### src/rtl/cpu_prog_feeder.sv
// cpu_prog_feeder
// ---------------
// Initiator-side sequencer for the cpu instruction interface. A host fills a
// small program memory while the feeder is idle, then strobes go. The feeder
// presents each instruction on cpu_in, pulses cpu_load, starts the cpu with a
// cpu_s handshake, waits for the cpu to return to its wait state and captures
// cpu_out and the {N,V,Z} flags. A watchdog aborts the sequence if the cpu
// stops answering.
//
// Optional feature (macro FEEDER_CHECK_EN): a second memory of expected
// results is compared against cpu_out after each instruction; the first
// difference is latched into mismatch / mismatch_pc.
//
// Ports:
//   clk, reset                 rising-edge clock, async active-high reset
//   prog_we/prog_addr/prog_wdata  program memory write port (idle only)
//   go, n_instr                start strobe and instruction count (0..DEPTH)
//   cpu_in, cpu_load, cpu_s    instruction, load enable and start to the cpu
//   cpu_w, cpu_out, cpu_N/V/Z  cpu wait flag, result and status flags
//   busy, done, timeout        sequence status (timeout is sticky)
//   pc                         index of the current instruction
//   last_out, last_flags       most recent captured result and {N,V,Z}
//   exp_we, exp_wdata          expected-result write (FEEDER_CHECK_EN only)
//   mismatch, mismatch_pc      first-difference report (FEEDER_CHECK_EN only)

module cpu_prog_feeder #(
   parameter int DEPTH       = 16,
   parameter int AW          = 4,
   parameter int TIMEOUT_CYC = 64
) (
   input  logic          clk,
   input  logic          reset,
   input  logic          prog_we,
   input  logic [AW-1:0] prog_addr,
   input  logic [15:0]   prog_wdata,
   input  logic          go,
   input  logic [AW:0]   n_instr,
   output logic [15:0]   cpu_in,
   output logic          cpu_load,
   output logic          cpu_s,
   input  logic          cpu_w,
   input  logic [15:0]   cpu_out,
   input  logic          cpu_N,
   input  logic          cpu_V,
   input  logic          cpu_Z,
   output logic          busy,
   output logic          done,
   output logic          timeout,
   output logic [AW-1:0] pc,
   output logic [15:0]   last_out,
   output logic [2:0]    last_flags
`ifdef FEEDER_CHECK_EN
   ,
   input  logic          exp_we,
   input  logic [15:0]   exp_wdata,
   output logic          mismatch,
   output logic [AW-1:0] mismatch_pc
`endif
);

   typedef enum logic [2:0] {
      S_IDLE,
      S_LOAD,
      S_STROBE,
      S_ACK,
      S_RUN,
      S_CAPTURE,
      S_FINISH
   } state_t;

   localparam int WDW = $clog2(TIMEOUT_CYC + 1);
   localparam logic [AW:0]    DEPTH_N = (AW+1)'(DEPTH);
   localparam logic [WDW-1:0] WD_LAST = WDW'(TIMEOUT_CYC - 1);

   state_t          state;
   state_t          state_nx;
   logic [15:0]     mem [DEPTH];
   logic [WDW-1:0]  wdog;
   logic [AW:0]     n_lat;
   logic [AW:0]     n_sat;
   logic [AW-1:0]   pc_inc;
   logic            wd_expired;
   logic            last_instr;
   logic            wd_abort;

   // Counts above DEPTH are clamped so pc can never run past the memory.
   assign n_sat      = (n_instr > DEPTH_N) ? DEPTH_N : n_instr;
   assign pc_inc     = pc + AW'(1);
   assign wd_expired = (wdog == WD_LAST);
   assign last_instr = (({1'b0, pc} + (AW+1)'(1)) == n_lat);

   // Decoded from the state register so that an async reset clears them
   // immediately.
   assign busy     = (state != S_IDLE);
   assign done     = (state == S_FINISH);
   assign cpu_load = (state == S_LOAD);

   // State register.
   always_ff @(posedge clk or posedge reset) begin
      if (reset) begin
         state <= S_IDLE;
      end else begin
         state <= state_nx;
      end
   end

   // Next-state logic. In the three waiting states the cpu response wins over
   // an expiring watchdog in the same cycle.
   always_comb begin
      state_nx = state;
      wd_abort = 1'b0;
      case (state)
         S_IDLE: begin
            if (go) begin
               state_nx = (n_sat == '0) ? S_FINISH : S_LOAD;
            end
         end
         S_LOAD: begin
            state_nx = S_STROBE;
         end
         S_STROBE: begin
            if (cpu_w) begin
               state_nx = S_ACK;
            end else if (wd_expired) begin
               state_nx = S_IDLE;
               wd_abort = 1'b1;
            end
         end
         S_ACK: begin
            if (!cpu_w) begin
               state_nx = S_RUN;
            end else if (wd_expired) begin
               state_nx = S_IDLE;
               wd_abort = 1'b1;
            end
         end
         S_RUN: begin
            if (cpu_w) begin
               state_nx = S_CAPTURE;
            end else if (wd_expired) begin
               state_nx = S_IDLE;
               wd_abort = 1'b1;
            end
         end
         S_CAPTURE: begin
            state_nx = last_instr ? S_FINISH : S_LOAD;
         end
         S_FINISH: begin
            state_nx = S_IDLE;
         end
         default: begin
            state_nx = S_IDLE;
         end
      endcase
   end

   // Watchdog: cycles spent in the current state. It restarts on every state
   // change, so a stuck wait state aborts after exactly TIMEOUT_CYC cycles.
   always_ff @(posedge clk or posedge reset) begin
      if (reset) begin
         wdog <= '0;
      end else if (state_nx != state) begin
         wdog <= '0;
      end else if (!wd_expired) begin
         wdog <= wdog + WDW'(1);
      end
   end

   // Program memory has no reset; writes are only accepted while idle.
   always_ff @(posedge clk) begin
      if (prog_we && (state == S_IDLE)) begin
         mem[prog_addr] <= prog_wdata;
      end
   end

   // Sequencer datapath. cpu_in is updated on the way into LOAD so the word is
   // already stable during the cycle in which cpu_load is high, and it is then
   // held until the next LOAD.
   always_ff @(posedge clk or posedge reset) begin
      if (reset) begin
         cpu_in     <= '0;
         cpu_s      <= 1'b0;
         pc         <= '0;
         n_lat      <= '0;
         timeout    <= 1'b0;
         last_out   <= '0;
         last_flags <= '0;
      end else begin
         if (wd_abort) begin
            timeout <= 1'b1;
            cpu_s   <= 1'b0;
         end
         case (state)
            S_IDLE: begin
               if (go) begin
                  timeout <= 1'b0;
                  n_lat   <= n_sat;
                  if (n_sat != '0) begin
                     pc     <= '0;
                     cpu_in <= mem[0];
                  end
               end
            end
            S_STROBE: begin
               if (cpu_w) begin
                  cpu_s <= 1'b1;
               end
            end
            S_ACK: begin
               if (!cpu_w) begin
                  cpu_s <= 1'b0;
               end
            end
            S_CAPTURE: begin
               last_out   <= cpu_out;
               last_flags <= {cpu_N, cpu_V, cpu_Z};
               if (!last_instr) begin
                  pc     <= pc_inc;
                  cpu_in <= mem[pc_inc];
               end
            end
            default: begin
            end
         endcase
      end
   end

`ifdef FEEDER_CHECK_EN
   logic [15:0] exp_mem [DEPTH];

   // Expected-result memory shares the program address; idle-only writes.
   always_ff @(posedge clk) begin
      if (exp_we && (state == S_IDLE)) begin
         exp_mem[prog_addr] <= exp_wdata;
      end
   end

   // Only the first difference of a sequence is recorded.
   always_ff @(posedge clk or posedge reset) begin
      if (reset) begin
         mismatch    <= 1'b0;
         mismatch_pc <= '0;
      end else if ((state == S_IDLE) && go) begin
         mismatch <= 1'b0;
      end else if ((state == S_CAPTURE) && !mismatch && (cpu_out != exp_mem[pc])) begin
         mismatch    <= 1'b1;
         mismatch_pc <= pc;
      end
   end
`endif

endmodule
### config.mk
export PLATFORM = sky130hd
export DESIGN_NAME = cpu_prog_feeder
export DESIGN_NICKNAME = d
export VERILOG_FILES = /design/src/rtl/cpu_prog_feeder.sv
export SDC_FILE = /design/constraint.sdc
export NUM_CORES = 1
export LEC_CHECK = 0
export CAP_MARGIN = 30
export CORE_MARGIN = 1.5
export CORE_UTILIZATION = 50
export CTS_CLUSTER_DIAMETER = 30
export CTS_CLUSTER_SIZE = 12
export DETAILED_ROUTE_END_ITERATION = 8
export PLACE_DENSITY_LB_ADDON = 0.08
export SLEW_MARGIN = 20
export SYNTH_ARGS = -nofsm -noshare
export SYNTH_HDL_FRONTEND = slang
export SYNTH_SLANG_ARGS = --single-unit
### constraint.sdc
create_clock -name clk -period 5.58 [get_ports clk]
set_input_delay 0.837 -clock clk [delete_from_list [all_inputs] [get_ports clk]]
set_output_delay 0.837 -clock clk [all_outputs]
set_load 0.005 [all_outputs]
==> run_results.csv <==
group,metric,value,unit
run_status,status,"complete, no violations",
synth,synth-edff-count,256,
finish,nets,880,
cts,cts_buffer_depth,3,
synth,synth_largest_area_cell,"edfxtp_1",
power,ir_worst_vdd,372,uV
synth,synthDominantCellAreaShare,61.5,%
routing,routedWlPerCell,23.5,um
cts,cts_resized,0,
sta,drv_slew,0,
cts,htree_num_levels,2,
floorplan,die-area,0.0260,sq mm
synth,syn_area,0.0125,sq mm
floorplan,initial_core_util,51.1,%
worst_setup_path,crit_path_max_fanout,37,
power,netSwitchingPower,2210,uW
floorplan,rows,57,
power,pwr-share-comb,21.3,%
cts,clkTransAtPathRegs,0.04,ns
worst_setup_path,startpoint_type,"flip-flop",
synth,synth.top_cells.by_area,"edfxtp_1 (61%), mux4_2 (12%), dfrtp_1 (11%)",
synth,syn_area_per_cell,18.3,sq um
power,swShare,25.9,%
finish,drive_gt1_share,26.9,%
worst_setup_path,path_class,"flip-flop to primary output",
sta,finClkSkew,0.0278,ns
power,powerDensity,530,mW/mm^2
synth,synth_flop_cell,"edfxtp_1",
finish,finalNonFillerCells,1205,
placed_design,place_ws,2.13,ns
routing,ant_nets,0,
floorplan,coreArea,0.0245,sq mm
sta,timing.fmax,271,MHz
sta,grt_setup_unrepaired,"false",
sta,finalCriticalPeriod,3.69,ns
sta,setup_tns,0,ns
power,pwr-share-seq,34.9,%
global_route,grt_pass1_wl,43.8,mm
cts,tritoncts,"yes",
synth,async_flop_share,17.9,%
floorplan,die_w,161,um
synth,ys_ff_latch,312,
power,p_clk_share,43.8,%
worst_setup_path,critPathArrivalTime,2.85,ns
finish,post-route-util,65.6,%
global_route,grt_antenna_before_repair,0,
sta,post-route-period-util,66.1,%
routing,vias,6992,
worst_setup_path,cp-end-kind,"primary output",
placed_design,numPortBuffers,92,
routing,vias_per_cell,5.80,
cts,cts_sinks,312,
worst_setup_path,required,4.74,ns
floorplan,dieHeight,161,um
sta,final_hold_viol_count,0,
cts,numCtsBuffers,61,
routing,wl,28.3,mm
placed_design,dp_cells,1089,
sta,max_slew_margin,28.4,%
finish,regArea,0.00909,sq mm
sta,whs,0.498,ns
global_route,grt_max_degree,66,
cts,hold_buffers,0,
global_route,grt_pass1_vias,7499,
synth,ys_warn_count,0,
placed_design,hpwl,16.9,mm
global_route,grt_overflow,0,
synth,synth_cell_types,55,
cts,root_buffer,"clkbuf_16",
synth,synth_seq_area_share,72.7,%
routing,drt-initial-drc-count,665,
sta,fin_ws,1.89,ns
sta,tightest_slew,1.07,ns
synth,syn_nets,733,
hold_path,hold_class,"flip-flop to flip-flop",
synth,syn_inst,682,
finish,multi_input_area,0.00326,sq mm
routing,dr.pass1.iters,5,
routing,drc,0,
power,power.internal,6300,uW
cts,postCtsSetupBuffers,0,
placed_design,place.gp.congestion,0.788,
finish,area_growth,28.3,%
sta,finalSetupViolations,0,
global_route,track_usage,22.7,%
finish,fillers,1668,
floorplan,boundaryPins,93,
run,max-cap-violations,0,
finish,n_antenna_cell,0,
cts,clkLatencyLatePin,0.57,ns
power,power.leakage,0.00555,uW
==> power groups by stage <==
| stage | Sequential [uW] | Combinational [uW] | Clock, uW |
|---|---|---|---|
| detailed placement | 3010 | 1820 | 0 |
| finish | 2970 | 1810 | 3720 |
| floorplan | 2880 | 1240 | 0 |
| global route | 3000 | 1960 | 3890 |
| global placement | 3000 | 1790 | 0 |
| CTS | 2970 | 1830 | 3770 |
==> area by class of cell <==
type | count | share of cell area, %
Clock buffer | 74 | 10.0
Multi-Input combinational cell | 330 | 20.3
Sequential cell | 312 | 56.7
Tap cell | 324 | 2.53
Clock inverter | 41 | 3.37
Inverter | 8 | 0.187
Timing Repair Buffer | 116 | 6.89
==> cell usage in the layout, fill, tap and decap left out, types with 7 or more instances in the layout <==
cell	netlist	routed
nor2_1	44	44
mux2_2	21	21
clkinv_2	0	9
inv_1	8	7
clkbuf_1	15	11
clkdlybuf4s50_1	0	92
dfrtp_1	56	55
edfxtp_1	256	256
o221ai_1	16	16
clkbuf_16	0	62
a22o_2	10	10
mux2i_1	17	17
o21ai_0	24	24
buf_4	0	23
nand2b_1	7	7
mux4_2	64	64
nand2_1	49	48
clkinvlp_4	0	9
bufinv_16	0	11
==> synthesized netlist by cell type (all sizes together) (2+ instances only) <==
cell type  number
clkbuf         16
a21bo           2
ha              2
xor2            5
and2b           2
buf            16
nor4            2
o31ai           3
nor2b           3
a22o           16
mux2           21
dfrtp          56
inv             8
nand2b          7
edfxtp        256
o21ai          25
o22ai           3
nand3           4
o221ai         16
nor2           44
or3             3
a21oi           8
mux4           64
a21boi          2
nand2          49
a211oi          2
nor3            9
xnor2           5
mux2i          17
==> routing by layer <==
| metal | wire length [um] | track usage (%) | vias up |
|---|---|---|---|
| met3 | 2170 | 5.03 | 53 |
| met5 | 0 | 0 | - |
| li1 | - | - | 3052 |
| met2 | 13500 | 36.4 | 300 |
| met1 | 12000 | 31.3 | 3587 |
| met4 | 607 | 7.07 | 0 |
==> flip-flops by register name (all words and copies together) (netlist names) <==
signal      cells
cpu_in         16
cpu_s           1
last_flags      3
last_out       16
mem           256
n_lat           5
pc              4
state           3
timeout         1
wdog            7
==> worst paths after layout <==
check,slack (ns),cells after the start,to,start
max,1.89,2,pc[0],pc[0]$_DFFE_PP0P_
min,0.50,1,last_out[13]$_DFFE_PP0P_,last_out[13]$_DFFE_PP0P_
max reg2reg,2.28,6,pc[0]$_DFFE_PP0P_,pc[0]$_DFFE_PP0P_
min reg2reg,0.50,1,last_out[13]$_DFFE_PP0P_,last_out[13]$_DFFE_PP0P_
max in group asynchronous,4.23,3,pc[0]$_DFFE_PP0P_,reset
min in group asynchronous,0.80,3,last_out[10]$_DFFE_PP0P_,reset
==> worst max-delay path, cell delays in order, from the launching register on <==
cell	delay, ns
dfrtp_4	0.92
buf_4	0.70
clkdlybuf4s50_1	0.67
==> logic make-up after synthesis <==
family | Yosys count | share of synthesized area, %
mux | 102 | 14.8
simple gates | 128 | 4.51
fa+ha+maj | 3 | 0.280
xor+xnor | 10 | 0.821
compound gates | 87 | 5.45
flops | 312 | 72.7
buf+inv | 40 | 1.45
==> through the flow <==
step / cell area (sq um) / total power, uW
2_1_floorplan: 12500 / 4110
3_3_place_gp: 13900 / 4790
3_5_place_dp: 13900 / 4830
4_1_cts: 16000 / 8570
5_1_grt: 16000 / 8850
6_report: 16000 / 8500
Note: power is estimated with default switching activity, not from simulation.
